### src/rtl/bmp_stage_seq_pkg.sv
// Shared definitions for the bitmap stage sequencer: state encoding, widths
// and memory geometry used by the engines.
package bmp_stage_seq_pkg;

    localparam int ADDR_WIDTH      = 20;
    localparam int BYTE_WIDTH      = 8;
    localparam logic [ADDR_WIDTH-1:0] INIT_ADDR = '0;

    localparam int SEQ_STAGE_IDX_W = 3;
    localparam int SEQ_MAX_STAGES  = 8;

    typedef enum logic [2:0] {
        SEQ_IDLE   = 3'd0,
        SEQ_LAUNCH = 3'd1,
        SEQ_RUN    = 3'd2,
        SEQ_DRAIN  = 3'd3,
        SEQ_FINISH = 3'd4,
        SEQ_ERR    = 3'd5
    } seq_state_t;

endpackage

### src/rtl/bmp_stage_seq_mem_mux.sv
// Combinational router for the shared memory port: forwards the selected
// engine's request when route_en is high, otherwise drives an idle port.
module seq_mem_mux #(
    parameter int NUM_STAGES = 2,
    parameter int ADDR_WIDTH = bmp_stage_seq_pkg::ADDR_WIDTH,
    parameter int BYTE_WIDTH = bmp_stage_seq_pkg::BYTE_WIDTH
) (
    input  logic [bmp_stage_seq_pkg::SEQ_STAGE_IDX_W-1:0] cur_stage,
    input  logic                                          route_en,
    input  logic [NUM_STAGES-1:0]                         stg_ren,
    input  logic [NUM_STAGES-1:0]                         stg_wen,
    input  logic [NUM_STAGES*ADDR_WIDTH-1:0]              stg_addr,
    input  logic [NUM_STAGES*BYTE_WIDTH-1:0]              stg_wdata,
    output logic                                          mem_ren,
    output logic                                          mem_wen,
    output logic [ADDR_WIDTH-1:0]                         mem_addr,
    output logic [BYTE_WIDTH-1:0]                         mem_wdata
);
    import bmp_stage_seq_pkg::*;

    always_comb begin
        mem_ren   = 1'b0;
        mem_wen   = 1'b0;
        mem_addr  = '0;
        mem_wdata = '0;
        for (int k = 0; k < NUM_STAGES; k++) begin
            if (route_en && (cur_stage == SEQ_STAGE_IDX_W'(k))) begin
                mem_ren   = stg_ren[k];
                mem_wen   = stg_wen[k];
                mem_addr  = stg_addr[k*ADDR_WIDTH +: ADDR_WIDTH];
                mem_wdata = stg_wdata[k*BYTE_WIDTH +: BYTE_WIDTH];
            end
        end
    end

endmodule

### src/rtl/bmp_stage_seq.sv
// Sequencer that launches the enabled image engines in order, owns the shared
// memory port and watches for hung engines. SEQ_PERF_CNT_EN adds perf_cycles.
module bmp_stage_seq #(
    parameter int NUM_STAGES     = 2,
    parameter int ADDR_WIDTH     = bmp_stage_seq_pkg::ADDR_WIDTH,
    parameter int BYTE_WIDTH     = bmp_stage_seq_pkg::BYTE_WIDTH,
    parameter int TIMEOUT_CYCLES = 1048576
) (
    input  logic                                          clk,
    input  logic                                          rst_n,
    input  logic                                          start,
    input  logic                                          abort,
    input  logic [NUM_STAGES-1:0]                         stage_mask,
    output logic [NUM_STAGES-1:0]                         stg_start,
    input  logic [NUM_STAGES-1:0]                         stg_done,
    input  logic [NUM_STAGES-1:0]                         stg_ren,
    input  logic [NUM_STAGES-1:0]                         stg_wen,
    input  logic [NUM_STAGES*ADDR_WIDTH-1:0]              stg_addr,
    input  logic [NUM_STAGES*BYTE_WIDTH-1:0]              stg_wdata,
    output logic [BYTE_WIDTH-1:0]                         stg_rdata,
    output logic                                          mem_ren,
    output logic                                          mem_wen,
    output logic [ADDR_WIDTH-1:0]                         mem_addr,
    output logic [BYTE_WIDTH-1:0]                         mem_wdata,
    input  logic [BYTE_WIDTH-1:0]                         mem_rdata,
    output logic                                          busy,
    output logic                                          done,
    output logic                                          error,
    output logic [bmp_stage_seq_pkg::SEQ_STAGE_IDX_W-1:0] cur_stage
`ifdef SEQ_PERF_CNT_EN
    ,
    output logic [31:0]                                   perf_cycles
`endif
);
    import bmp_stage_seq_pkg::*;

    localparam int WD_W = $clog2(TIMEOUT_CYCLES) + 1;
    localparam logic [WD_W-1:0] WD_LAST = WD_W'(TIMEOUT_CYCLES - 1);

    seq_state_t                  state;
    logic [NUM_STAGES-1:0]       mask_q;
    logic [WD_W-1:0]             wdog;
    logic                        done_prev;
    logic [SEQ_MAX_STAGES-1:0]   done_ext;
    logic                        cur_done;
    logic                        rise;
    logic                        first_vld;
    logic                        next_vld;
    logic [SEQ_STAGE_IDX_W-1:0]  first_idx;
    logic [SEQ_STAGE_IDX_W-1:0]  next_idx;

    function automatic logic [NUM_STAGES-1:0] stage_onehot(input logic [SEQ_STAGE_IDX_W-1:0] idx);
        logic [NUM_STAGES-1:0] oh;
        oh = '0;
        for (int k = 0; k < NUM_STAGES; k++) begin
            oh[k] = (idx == SEQ_STAGE_IDX_W'(k));
        end
        return oh;
    endfunction

    // Widen the done bus so a 3-bit stage index can always address it.
    always_comb begin
        done_ext = '0;
        done_ext[NUM_STAGES-1:0] = stg_done;
    end

    assign cur_done = done_ext[cur_stage];
    assign rise     = cur_done & ~done_prev;

    // Descending scan leaves the lowest qualifying bit in each result.
    always_comb begin
        first_vld = 1'b0;
        first_idx = '0;
        next_vld  = 1'b0;
        next_idx  = '0;
        for (int k = NUM_STAGES - 1; k >= 0; k--) begin
            if (stage_mask[k]) begin
                first_vld = 1'b1;
                first_idx = SEQ_STAGE_IDX_W'(k);
            end
            if (mask_q[k] && (SEQ_STAGE_IDX_W'(k) > cur_stage)) begin
                next_vld = 1'b1;
                next_idx = SEQ_STAGE_IDX_W'(k);
            end
        end
    end

    always_ff @(posedge clk or negedge rst_n) begin
        if (!rst_n) begin
            state     <= SEQ_IDLE;
            mask_q    <= '0;
            wdog      <= '0;
            done_prev <= 1'b0;
            cur_stage <= '0;
            stg_start <= '0;
            busy      <= 1'b0;
            done      <= 1'b0;
            error     <= 1'b0;
        end else begin
            stg_start <= '0;
            done      <= 1'b0;
            if (abort) begin
                state     <= SEQ_IDLE;
                busy      <= 1'b0;
                cur_stage <= '0;
                wdog      <= '0;
            end else begin
                case (state)
                    SEQ_IDLE, SEQ_ERR: begin
                        if (start) begin
                            mask_q <= stage_mask;
                            error  <= 1'b0;
                            wdog   <= '0;
                            busy   <= 1'b1;
                            if (first_vld) begin
                                state     <= SEQ_LAUNCH;
                                cur_stage <= first_idx;
                                stg_start <= stage_onehot(first_idx);
                            end else begin
                                state     <= SEQ_FINISH;
                                cur_stage <= '0;
                                done      <= 1'b1;
                            end
                        end
                    end
                    SEQ_LAUNCH: begin
                        // A done level already high here must fall before it counts.
                        done_prev <= cur_done;
                        state     <= SEQ_RUN;
                    end
                    SEQ_RUN: begin
                        done_prev <= cur_done;
                        wdog      <= wdog + 1'b1;
                        if (rise) begin
                            state <= SEQ_DRAIN;
                        end else if (wdog == WD_LAST) begin
                            state     <= SEQ_ERR;
                            error     <= 1'b1;
                            busy      <= 1'b0;
                            cur_stage <= '0;
                            wdog      <= '0;
                        end
                    end
                    SEQ_DRAIN: begin
                        wdog <= '0;
                        if (next_vld) begin
                            state     <= SEQ_LAUNCH;
                            cur_stage <= next_idx;
                            stg_start <= stage_onehot(next_idx);
                        end else begin
                            state     <= SEQ_FINISH;
                            cur_stage <= '0;
                            done      <= 1'b1;
                        end
                    end
                    SEQ_FINISH: begin
                        state <= SEQ_IDLE;
                        busy  <= 1'b0;
                    end
                    default: begin
                        state <= SEQ_IDLE;
                        busy  <= 1'b0;
                    end
                endcase
            end
        end
    end

    seq_mem_mux #(
        .NUM_STAGES (NUM_STAGES),
        .ADDR_WIDTH (ADDR_WIDTH),
        .BYTE_WIDTH (BYTE_WIDTH)
    ) u_mem_mux (
        .cur_stage (cur_stage),
        .route_en  (state == SEQ_RUN),
        .stg_ren   (stg_ren),
        .stg_wen   (stg_wen),
        .stg_addr  (stg_addr),
        .stg_wdata (stg_wdata),
        .mem_ren   (mem_ren),
        .mem_wen   (mem_wen),
        .mem_addr  (mem_addr),
        .mem_wdata (mem_wdata)
    );

    assign stg_rdata = mem_rdata;

`ifdef SEQ_PERF_CNT_EN
    function automatic logic [31:0] sat_inc32(input logic [31:0] v);
        return (v == 32'hFFFF_FFFF) ? v : v + 32'd1;
    endfunction

    always_ff @(posedge clk or negedge rst_n) begin
        if (!rst_n) begin
            perf_cycles <= '0;
        end else if (!abort && start && ((state == SEQ_IDLE) || (state == SEQ_ERR))) begin
            perf_cycles <= '0;
        end else if (busy) begin
            perf_cycles <= sat_inc32(perf_cycles);
        end
    end
`endif

endmodule

### config.mk
export PLATFORM = sky130hd
export DESIGN_NAME = bmp_stage_seq
export DESIGN_NICKNAME = d
export VERILOG_FILES = /design/src/rtl/bmp_stage_seq_pkg.sv /design/src/rtl/bmp_stage_seq_mem_mux.sv /design/src/rtl/bmp_stage_seq.sv
export SDC_FILE = /design/constraint.sdc
export NUM_CORES = 1
export LEC_CHECK = 0
export CORE_ASPECT_RATIO = 0.75
export CORE_MARGIN = 5
export CORE_UTILIZATION = 37
export CTS_CLUSTER_SIZE = 10
export DETAILED_ROUTE_END_ITERATION = 8
export PLACE_DENSITY = 0.83
export SYNTH_ARGS = -nofsm -noshare
export SYNTH_HDL_FRONTEND = slang
export SYNTH_SLANG_ARGS = --single-unit
### constraint.sdc
create_clock -name clk -period 2 [get_ports clk]
set_input_delay 0.3 -clock clk [delete_from_list [all_inputs] [get_ports clk]]
set_output_delay 0.3 -clock clk [all_outputs]
set_load 0.05 [all_outputs]
* Word-level counts from Yosys, hierarchy flattened *
Cells that the tools add are included.

word-level totals
  register bits = 35
  input port bits = 76

operators by class
  add/subtract/negate cells = 1
  $lt $le $gt $ge = 3
  equal/unequal tests = 16
  muxes and demuxes = 56
  bitwise gates (word level) = 3
  reduce and logical (&&, ||, !) cells = 20

operators with widths
  cell                   count
  $mux 21                4
  $pmux 21 s3            1
  $mux 3                 14
  $mux 20                2
  $mux 1                 22
  $add 21x1->21 const B  1
  $eq 21x20->1 const B   1
  $mux 8                 2
  $eq 3x1->1 const B     4
  $logic_not 3->1        4
  $pmux 3 s4             1
  $ne 3x3->1 const B     3
  $pmux 3 s3             1
  $mux 2                 4
  $reduce_and 4->1       2
  $eq 3x2->1 const B     2
  $gt 1x3->1 const A     2
  $ne 2x2->1 const B     3
  $reduce_and 2->1       3
  $reduce_or 2->1        3
  $reduce_and 5->1       1
  $logic_and 1x1->1      4
  $lt 3x4->1 const B     1
  $ne 4x4->1 const B     1
  other kinds (11)       13

* Logic depth before layout (Yosys ltp) *
Gate-level depths: netlist (run 1).

  word-level depth = 8
  depth in mapped cells = 8
  gate-level depth less buffers = 6

* By module *
Synthesis (run 1) repeated with hierarchy kept, for this count alone.

unflattened totals
  cells, all modules = 277
  area total of the unflattened synthesis = 2386.0 um2

by module, submodules not included
  module         times used  cells each  area each (um2)  sequential area each (um2)
  bmp_stage_seq  1           209         1908.1           800.8
  seq_mem_mux    1           68          478.0            0.0

* Worst setup path before layout (run 1) *
OpenSTA, ideal clock, no wires.

  kind = register -> output
  start = register cur_stage[0] (netlist name)
  end = output port mem_addr[0]
  arrival = 2.116 ns
  setup slack = -0.416 ns
  stages on the path, launching flop included = 5
  buffers on the path = 2
  path through = dfrtp_1 > buf_2 > buf_1 > mux2i_1 > nor2_1

on the way
  word-level cells in the longest chain between the ends = 4
  elaborated cells on any way between the ends = 6
  those cells by class = eq/ne: 1; mux: 2; reduce/logical: 3

RTL lines
  item                    RTL line                     text
  start, declared         bmp_stage_seq.sv:29          output logic [bmp_stage_seq_pkg::SEQ_STAGE_IDX_W-1:0] cur_stage
  start signal, assigned  bmp_stage_seq.sv:117         cur_stage <= first_idx;
  start signal, assigned  bmp_stage_seq.sv:148         cur_stage <= next_idx;
  $logic_not 3->1         bmp_stage_seq_mem_mux.sv:27  if (route_en && (cur_stage == SEQ_STAGE_IDX_W'(k))) begin
  $logic_and 1x1->1       bmp_stage_seq_mem_mux.sv:27
  $mux 20                 bmp_stage_seq_mem_mux.sv:27
  $mux 20 (*)             bmp_stage_seq_mem_mux.sv:27
  end, declared           bmp_stage_seq.sv:23          output logic [ADDR_WIDTH-1:0] mem_addr,

Mark *: on every way between the ends. The rest lies on a longest branch, timed or not.

* Worst setup path in the final report (run 1) *
  start = register state[0]
  end = output port mem_addr[19]

on the way
  word-level cells in the longest chain between the ends = 4
  elaborated cells on any way between the ends = 5
  those cells by class = eq/ne: 1; mux: 2; reduce/logical: 2

RTL lines
  item                    RTL line                     text
  start, declared         bmp_stage_seq.sv:40          seq_state_t state;
  start signal, assigned  bmp_stage_seq.sv:90          state <= SEQ_IDLE;
  start signal, assigned  bmp_stage_seq.sv:103         state <= SEQ_IDLE;
  start signal, assigned  bmp_stage_seq.sv:116         state <= SEQ_LAUNCH;
  $eq 3x2->1 (*)          bmp_stage_seq.sv:175         .route_en (state == SEQ_RUN),
  $logic_and 1x1->1       bmp_stage_seq_mem_mux.sv:27
  $mux 20                 bmp_stage_seq_mem_mux.sv:27
  $mux 20 (*)             bmp_stage_seq_mem_mux.sv:27

Marks and branches as above.

==> results of run 1 <==
-- repair_timing --
action / 4_1_cts / 5_1_grt
hold buffers: 0 / 0
endpoints found under the setup margin: 30 / 41
buffers inserted: 0 / 1
cloned: 0 / 2
resized for setup: 3 / 7
-- logic make-up after synthesis --
group / after synthesis / share of synthesized area (%)
simple gates: 125 / 25.83
compound gates: 63 / 17.46
buf+inv: 38 / 8.316
mux: 32 / 13.36
flops: 32 / 33.26
xor+xnor: 3 / 1.092
fa+ha+maj: 1 / 0.5197
other cells: 1 / 0.1558
-- metal layers --
metal  part of all wire (%)  GRT usage (%)  vias up  routed length, um
met5                      0              0        -                  0
met1                     39          24.76     1240               3110
met3                    8.7          4.978       20                696
met2                     51          30.54      123               4033
met4                    1.5          4.916        0                123
li1                       -              -     1256                  -
-- synth_stat cells (2+ instances only) --
cell,count
nor2_1,46
dfrtp_1,32
mux2i_1,31
nand2_1,21
clkbuf_1,17
nand3_1,17
a21oi_1,14
o21ai_0,14
a31oi_1,13
buf_4,10
nand4_1,7
and4_1,5
nand2b_1,5
a41oi_1,4
nor3_1,4
and3_1,3
buf_1,3
clkbuf_2,3
nor2b_1,3
o21ai_1,3
or3_1,3
a22o_1,2
buf_6,2
inv_1,2
o21a_1,2
o31ai_1,2
xnor2_1,2
-- placed cells by master (no fill, tap or decap), types with 5 or more instances in the layout --
cell type,n
a21oi_1,14
a31oi_1,13
and4_1,5
buf_12,32
buf_4,19
clkbuf_8,5
clkdlybuf4s50_1,72
dfrtp_1,29
mux2i_1,31
nand2_1,21
nand2b_1,5
nand3_1,17
nand4_1,7
nor2_1,16
nor2_4,30
o21ai_0,14
-- per-stage QoR --
step / total power [mW] / cell area [um2] / utilization, %
global route: 3.846 / 4259 / 67.41
global placement: 2.906 / 4061 / 64.28
CTS: 3.594 / 4185 / 66.24
finish: 3.660 / 4259 / 67.41
detailed placement: 2.942 / 4061 / 64.28
floorplan: 2.076 / 2639 / -
-- layout make-up --
class	count	area, um2	area share (%)
clock buffers	5	68.82	1.616
clock inverters	3	42.54	0.9988
inverters	2	7.507	0.1763
multi-input cells	226	1655	38.87
flip-flops and latches	32	804.5	18.89
well taps	81	101.3	2.380
repair buffers	127	1579	37.07
-- worst max path at each step --
stage | slack [ns] | to | cells past startpoint
5_1_grt | -0.02 | mem_addr[12] | 4
6_report | 0.03 | mem_addr[19] | 4
4_1_cts | 0.02 | mem_addr[19] | 4
3_5_place_dp | 0.02 | wdog[3]$_DFFE_PN0P_ | 7
3_3_place_gp | 0.07 | wdog[19]$_DFFE_PN0P_ | 6
2_1_floorplan | -0.05 | mem_addr[0] | 4
-- power groups by stage --
stage | logic, mW | registers (mW) | clock network, mW
finish | 2.28 | 0.752 | 0.630
detailed placement | 2.18 | 0.761 | 0
CTS | 2.21 | 0.750 | 0.633
global placement | 2.15 | 0.760 | 0
global route | 2.41 | 0.764 | 0.675
floorplan | 1.26 | 0.818 | 0
-- worst reg2reg max path: stages (launching register included) --
cell	delay (ns)
dfrtp_1	0.40
or3b_4	0.47
or2_4	0.29
a31oi_4	0.20
buf_12	0.19
a31oi_1	0.12
a31oi_1	0.20
==> impl_metrics.toml, run 1 <==
[floorplanning]
std_cell_rows = 25
dieWidth_um = 103.1
ios = 122
die_h_um = 79.86
coreArea_um2 = 6319
dieArea_um2 = 8236
start_util_pct = 38.10

[worst_setup_path]
crit_type = "reg -> out"
reg2reg_to = "wdog[14]$_DFFE_PN0P_"
path_buf_inv = 2
slowest_stage = "or3b_4"
crit_start = "state[0]$_DFFE_PN0P_"
cp_max_fo = 16
r2r_cells = 6
reg2reg_slack_ns = 0.05
cp-end-kind = "primary output"
cpLargestDelayFamily = "simple AND/OR/NAND/NOR gates"
crit_path_max_incr_delay_ns = 0.47
cp.required_ns = 1.70
r2r-start = "state[0]$_DFFE_PN0P_"
worstPathArrival_ns = 1.67
crit_chain = "or3b_4 > buf_16 > nor2_4 > buf_12"
start_kind = "register"

[logic_synthesis]
seq_area_frac_synth_pct = 33.26
yosysWarnings = 0
avgSynthCellArea_um2 = 8.160
yosysUniqueCellTypes = 52
ys_ff_latch = 32
synth_flop_cell = "dfrtp_1"
ys_async_sr_fraction_pct = 100.0
syn_inst = 295
synth_top_area_share_pct = 33.26
synth_edf_count = 0
synth_top_area_cell = "dfrtp_1"
synth_area_leaders = "dfrtp_1, mux2i_1, nor2_1, nand3_1, a31oi_1"
netlist_area_um2 = 2407

[power_and_ir_drop]
ir_drop_v = 0.0006609
clkPwrFrac_pct = 17.2
pwr-share-comb_pct = 62.2
pwr_density_cell_nw_per_um2 = 859.4
switching_power_mw = 1.543
swShare_pct = 42.16
p_int_mw = 2.117
pwr-share-seq_pct = 20.6
leakage_nw = 1.595

[timing]
clock.fmax_mhz = 508.2
fin_crit_sh_pct = 98.38
slew_violations = 0
period_minus_slack_ns = 1.968
maxSlewHeadroom_pct = 62.29
setup_violations = 0
timing.final.hold_violations = 0
tightest_slew_ns = 0.5638
rsz0062_at_grt = "true"
fin_ws_ns = 0.03242
fin_skew_ns = 0.01191
hold_slack_ns = 0.4045
setup-tns-final_ns = 0

[clock_tree]
clk_pin_slew_worst_paths_ns = 0.08
ctsHtreeMaxLevel = 2
cts-root-buf = "clkbuf_8"
clk_latency_ns = 0.30
clk_path_buf_depth = 2
cts_tree = "done"
cts_buffers = 5
cts.sinks = 32

[drt]
wl_mm = 7.963
vias = 2639
drtIter0Drc = 132
antenna_left = 0
post-route-drc-count = 0
wire_per_inst_um = 16.73
dr.pass1.iters = 5
vias_per_cell = 5.544

[global_routing]
grt_pass1_vias = 2524
grt_usage_pct = 18.85
grt_max_degree = 33
grt_pass1_wl_mm = 12.34
antenna_found_initial = 0
gr-total-overflow = 0

[place]
pre_cts_ws_ns = 0.02073
place_hpwl_mm = 6.038
portBuffers = 103
placed_cells = 465
place.gp.congestion = 0.8526

[outcome]
status = "completed"

[job]
cap_viol_max_count = 0

[finish]
num_antenna_cells = 0
fillers = 481
reg_top3 = "wdog: 21 flops, state: 3 flops, stg_start: 2 flops"
finalNonFillerCells = 476
drive_gt1_share_pct = 26.58
area_delta_synth_final_pct = 76.92
largest-register = "wdog"
nets = 471
largest_reg_flops = 21

[hold_path]
hold_path_class = "in -> async"
Power figures use the tool's default switching activity.
==> run 2, diff against run 1 <==
CORE_UTILIZATION = 41   (was 37)
PLACE_DENSITY = 0.87   (was 0.83)
clock period = 2.1 ns   (was 2 ns; I/O delays follow)
==> run 2 against run 1 <==
Net effect: clock power decreased by 5.6%; clock skew decreased by 0.0022 ns; clock-buffer cell count increased by 1.
==> impl_metrics.toml, run 2 (synthesized netlist as in run 1, its figures left out) <==
[outcome]
status = "completed"

[floorplanning]
dieWidth_um = 98.48
start_util_pct = 41.75
die_h_um = 76.36
dieArea_um2 = 7520
std_cell_rows = 24
ios = 122
coreArea_um2 = 5766

[clock_tree]
cts_tree = "done"
cts-root-buf = "clkbuf_8"
clk_path_buf_depth = 2
post-cts-setup-buffers = 0
ctsHtreeMaxLevel = 2
clk_pin_slew_worst_paths_ns = 0.08
clk_latency_ns = 0.30
cts_buffers = 5
cts.sinks = 32

[drt]
vias = 2589
routed.top_layer = "met4"
drtIter0Drc = 164
post-route-drc-count = 0
dr.pass1.iters = 4
met1_length_mm = 3.271
wl_met2_mm = 4.136
wl_mm = 8.108
vias_per_cell = 5.556
wire_per_inst_um = 17.40
antenna_left = 0
routed-wl-met3_um = 531

[finish]
largest-register = "wdog"
drive_gt1_share_pct = 23.97
stdcell_area_um2 = 4108
reg_top3 = "wdog: 21 flops, state: 3 flops, stg_start: 2 flops"
final_common_cell = "clkdlybuf4s50_1"
num_antenna_cells = 0
area_delta_synth_final_pct = 70.63
nets = 464
fillers = 413
finalNonFillerCells = 466
final_cell_mix = "clkdlybuf4s50_1, buf_12, mux2i_1, dfrtp_1, nand2_1"
largest_reg_flops = 21

[global_routing]
gr-total-overflow = 0
grt_pass1_wl_mm = 13.19
antenna_found_initial = 0
grt_usage_pct = 21.39
grt_max_degree = 33
grt_pass1_vias = 2554

[place]
portBuffers = 103
place_hpwl_mm = 6.279
place_area_um2 = 3970
placed_cells = 457
place.gp.congestion = 0.8995

[timing]
maxSlewHeadroom_pct = 61.60
clock.fmax_mhz = 497.4
tightest_slew_ns = 0.5680
rsz0062_at_grt = "false"
fin_skew_ns = 0.009758
timing.final.hold_violations = 0
setup_violations = 0
fin_crit_sh_pct = 95.74
setup-tns-final_ns = 0
period_minus_slack_ns = 2.010
slew_violations = 0

[worst_setup_path]
crit_type = "reg -> out"
cp_max_fo = 16
worstPathArrival_ns = 1.70
start_kind = "register"
reg2reg_slack_ns = 0.13
cp-end-kind = "primary output"
cp.required_ns = 1.78

[job]
cap_viol_max_count = 0

[power_and_ir_drop]
finalPower_mw = 3.379
pwr_density_cell_nw_per_um2 = 822.5
leakage_nw = 1.539
ir_drop_v = 0.0004339

[hold_path]
hold_path_class = "in -> async"
[run 2: area by class of cell]
type	instances	area [um2]	share of cell area (%)
Tap cell	78	97.59	2.376
Timing Repair Buffer	120	1514	36.86
Clock buffer	6	72.57	1.767
Multi-Input combinational cell	226	1579	38.44
Sequential cell	32	802.0	19.52
Clock inverter	2	35.03	0.8529
Inverter	2	7.507	0.1828
[run 2: report_power, final]
group / switching [mW] / internal (mW)
Clock: 0.243 / 0.352
Combinational: 1.14 / 0.922
Sequential: 0.0453 / 0.676
[run 2: worst paths after layout]
kind | from | endpoint | cells past startpoint
max | state[0]$_DFFE_PN0P_ | mem_ren | 4
min | rst_n | wdog[19]$_DFFE_PN0P_ | 2
max reg2reg | wdog[0]$_DFFE_PN0P_ | wdog[15]$_DFFE_PN0P_ | 7
min reg2reg | mask_q[1]$_DFFE_PN0P_ | mask_q[1]$_DFFE_PN0P_ | 1
max in group asynchronous | rst_n | cur_stage[0]$_DFFE_PN0P_ | 2
min in group clk | mask_q[1]$_DFFE_PN0P_ | mask_q[1]$_DFFE_PN0P_ | 1
[run 2: what timing repair did]
item                       CTS  global route
cloned                       1             0
hold buffers                 0             0
resized for setup            1             1
setup endpoints to repair   22            14
[run 2: through the flow]
step / utilization [%] / hold slack [ns] / worst slack, ns
2_1_floorplan: - / 0.01941 / -0.06931
3_3_place_gp: 68.86 / 0.4829 / 0.1011
5_1_grt: 71.25 / 0.4691 / 0.01243
4_1_cts: 71.33 / 0.4283 / 0.005656
3_5_place_dp: 68.86 / 0.5044 / 0.02338
6_report: 71.25 / 0.4155 / 0.08954
[run 2: worst max-delay path, stage by stage (launching register included)]
cell     delay (ns)
dfrtp_1        0.41
or3b_4         0.47
buf_12         0.19
nor2_2         0.17
buf_12         0.16
[run 2: routing by layer]
| metal | GRT usage, % | up-vias |
|---|---|---|
| met4 | 7.231 | 0 |
| li1 | - | 1242 |
| met5 | 0 | - |
| met1 | 27.77 | 1225 |
| met3 | 3.934 | 16 |
| met2 | 35.70 | 106 |
==> run 3, diff against run 2 <==
CORE_UTILIZATION = 32   (was 41)
PLACE_DENSITY = 0.72   (was 0.87)
clock period = 2.5 ns   (was 2.1 ns; I/O delays follow)
==> run 3 against run 2 <==
Net effect: sequential power is 13% lower; clock-buffer cell count stayed put; register-to-register slack better by 0.23 ns; core utilization is 19 points lower; wire length is 2.2% higher; critical endpoint is now mem_wdata[6]; largest power group unchanged; critical path type unchanged; via count is 3.6% lower; sequential share of layout area is 1.2 points higher; clock power is 18% lower.
==> impl_metrics.toml, run 3 (synthesized netlist as in run 1, its figures left out) <==
[power_and_ir_drop]
leakage_nw = 1.483
pwr_density_cell_nw_per_um2 = 669.8
ir_drop_v = 0.0006333

[global_routing]
gr-total-overflow = 0
grt_usage_pct = 17.46
grt_max_degree = 34
antenna_found_initial = 0
grt_pass1_wl_mm = 12.88
grt_pass1_vias = 2390

[drt]
wl_mm = 8.290
drtIter0Drc = 142
dr.pass1.iters = 4
antenna_left = 0
post-route-drc-count = 0
vias_per_cell = 5.176
wire_per_inst_um = 17.20
vias = 2495

[worst_setup_path]
start_kind = "register"
cp_max_fo = 32
crit_type = "reg -> out"
cp-end-kind = "primary output"
worstPathArrival_ns = 1.95
cp.required_ns = 2.12

[finish]
reg_top3 = "wdog: 21 flops, state: 3 flops, stg_start: 2 flops"
final_common_cell = "clkdlybuf4s50_1"
drive_gt1_share_pct = 14.70
largest-register = "wdog"
area_delta_synth_final_pct = 60.50
fillers = 660
final_cell_mix = "clkdlybuf4s50_1, nor2_1, mux2i_1, dfrtp_1, buf_12"
finalNonFillerCells = 482
largest_reg_flops = 21
num_antenna_cells = 0
nets = 457

[floorplanning]
ios = 122
dieArea_um2 = 9375
start_util_pct = 32.84
die_h_um = 85.12
dieWidth_um = 110.2
coreArea_um2 = 7331
std_cell_rows = 27

[timing]
fin_skew_ns = 0.005799
setup-tns-final_ns = 0
fin_crit_sh_pct = 92.82
setup_violations = 0
rsz0062_at_grt = "false"
period_minus_slack_ns = 2.321
tightest_slew_ns = 0.5368
maxSlewHeadroom_pct = 63.88
clock.fmax_mhz = 430.9
slew_violations = 0
timing.final.hold_violations = 0

[clock_tree]
cts.sinks = 32
cts_tree = "done"
cts_resized = 0
cts_buffers = 5
post-cts-setup-buffers = 0
cts-root-buf = "clkbuf_8"
clk_path_buf_depth = 2
clk_pin_slew_worst_paths_ns = 0.07
hold_buffers = 0
clk_latency_ns = 0.29
ctsHtreeMaxLevel = 2

[job]
cap_viol_max_count = 0

[outcome]
status = "completed"

[place]
place_hpwl_mm = 6.479
place.gp.congestion = 0.8386
placed_cells = 474
portBuffers = 103

[hold_path]
hold_path_class = "in -> async"
## run 3: final cells by class
class / instances / area, um2 / share of cell area (%)
flip-flops and latches: 32 / 802.0 / 20.76
clock inverters: 2 / 35.03 / 0.9067
multi-input cells: 226 / 1416 / 36.66
well taps: 101 / 126.4 / 3.271
clock buffers: 6 / 72.57 / 1.878
inverters: 2 / 7.507 / 0.1943
repair buffers: 113 / 1404 / 36.33
## run 3: worst max-delay path, cell delays in order, from the launching register on
cell     delay [ns]
dfrtp_1        0.56
or3b_1         0.41
buf_4          0.26
nor2_1         0.26
buf_12         0.17
## run 3: metal layers
metal  vias up  routed length [um]  global-route usage (%)
met5         -                   0                       0
met4         0                 114                   4.586
met3        10                 349                   3.650
met2        53                4206                   27.81
met1      1205                3619                   24.00
li1       1227                   -                       -
## run 3: where the power goes
part / leakage [nW] / internal [mW] / switching (mW)
combinational: 0.991 / 0.651 / 0.823
sequential: 0.437 / 0.568 / 0.0601
clock: 0.0552 / 0.295 / 0.191
## run 3: metrics by stage
step | utilization (%) | hold slack, ns | cell area [um2] | power, mW | setup slack [ns]
floorplan | - | 0.07941 | 2411 | 1.486 | 0.009400
CTS | 52.71 | 0.5138 | 3864 | 2.611 | 0.1802
global placement | 51.24 | 0.4840 | 3756 | 2.088 | 0.3691
global route | 52.71 | 0.5360 | 3864 | 2.716 | 0.05407
finish | 52.71 | 0.4995 | 3864 | 2.588 | 0.1794
detailed placement | 51.24 | 0.4984 | 3756 | 2.111 | 0.3008
## run 3: path summary, 6_finish.rpt
path	slack [ns]	start	depth (start not counted)	endpoint
max in group asynchronous	1.67	rst_n	2	cur_stage[0]$_DFFE_PN0P_
setup / recovery	0.18	state[1]$_DFFE_PN0P_	4	mem_wdata[6]
min in group clk	0.51	error$_DFFE_PN0P_	2	error$_DFFE_PN0P_
hold / removal	0.50	rst_n	2	wdog[6]$_DFFE_PN0P_
hold reg to reg	0.51	error$_DFFE_PN0P_	2	error$_DFFE_PN0P_
setup reg to reg	0.36	state[1]$_DFFE_PN0P_	6	wdog[15]$_DFFE_PN0P_
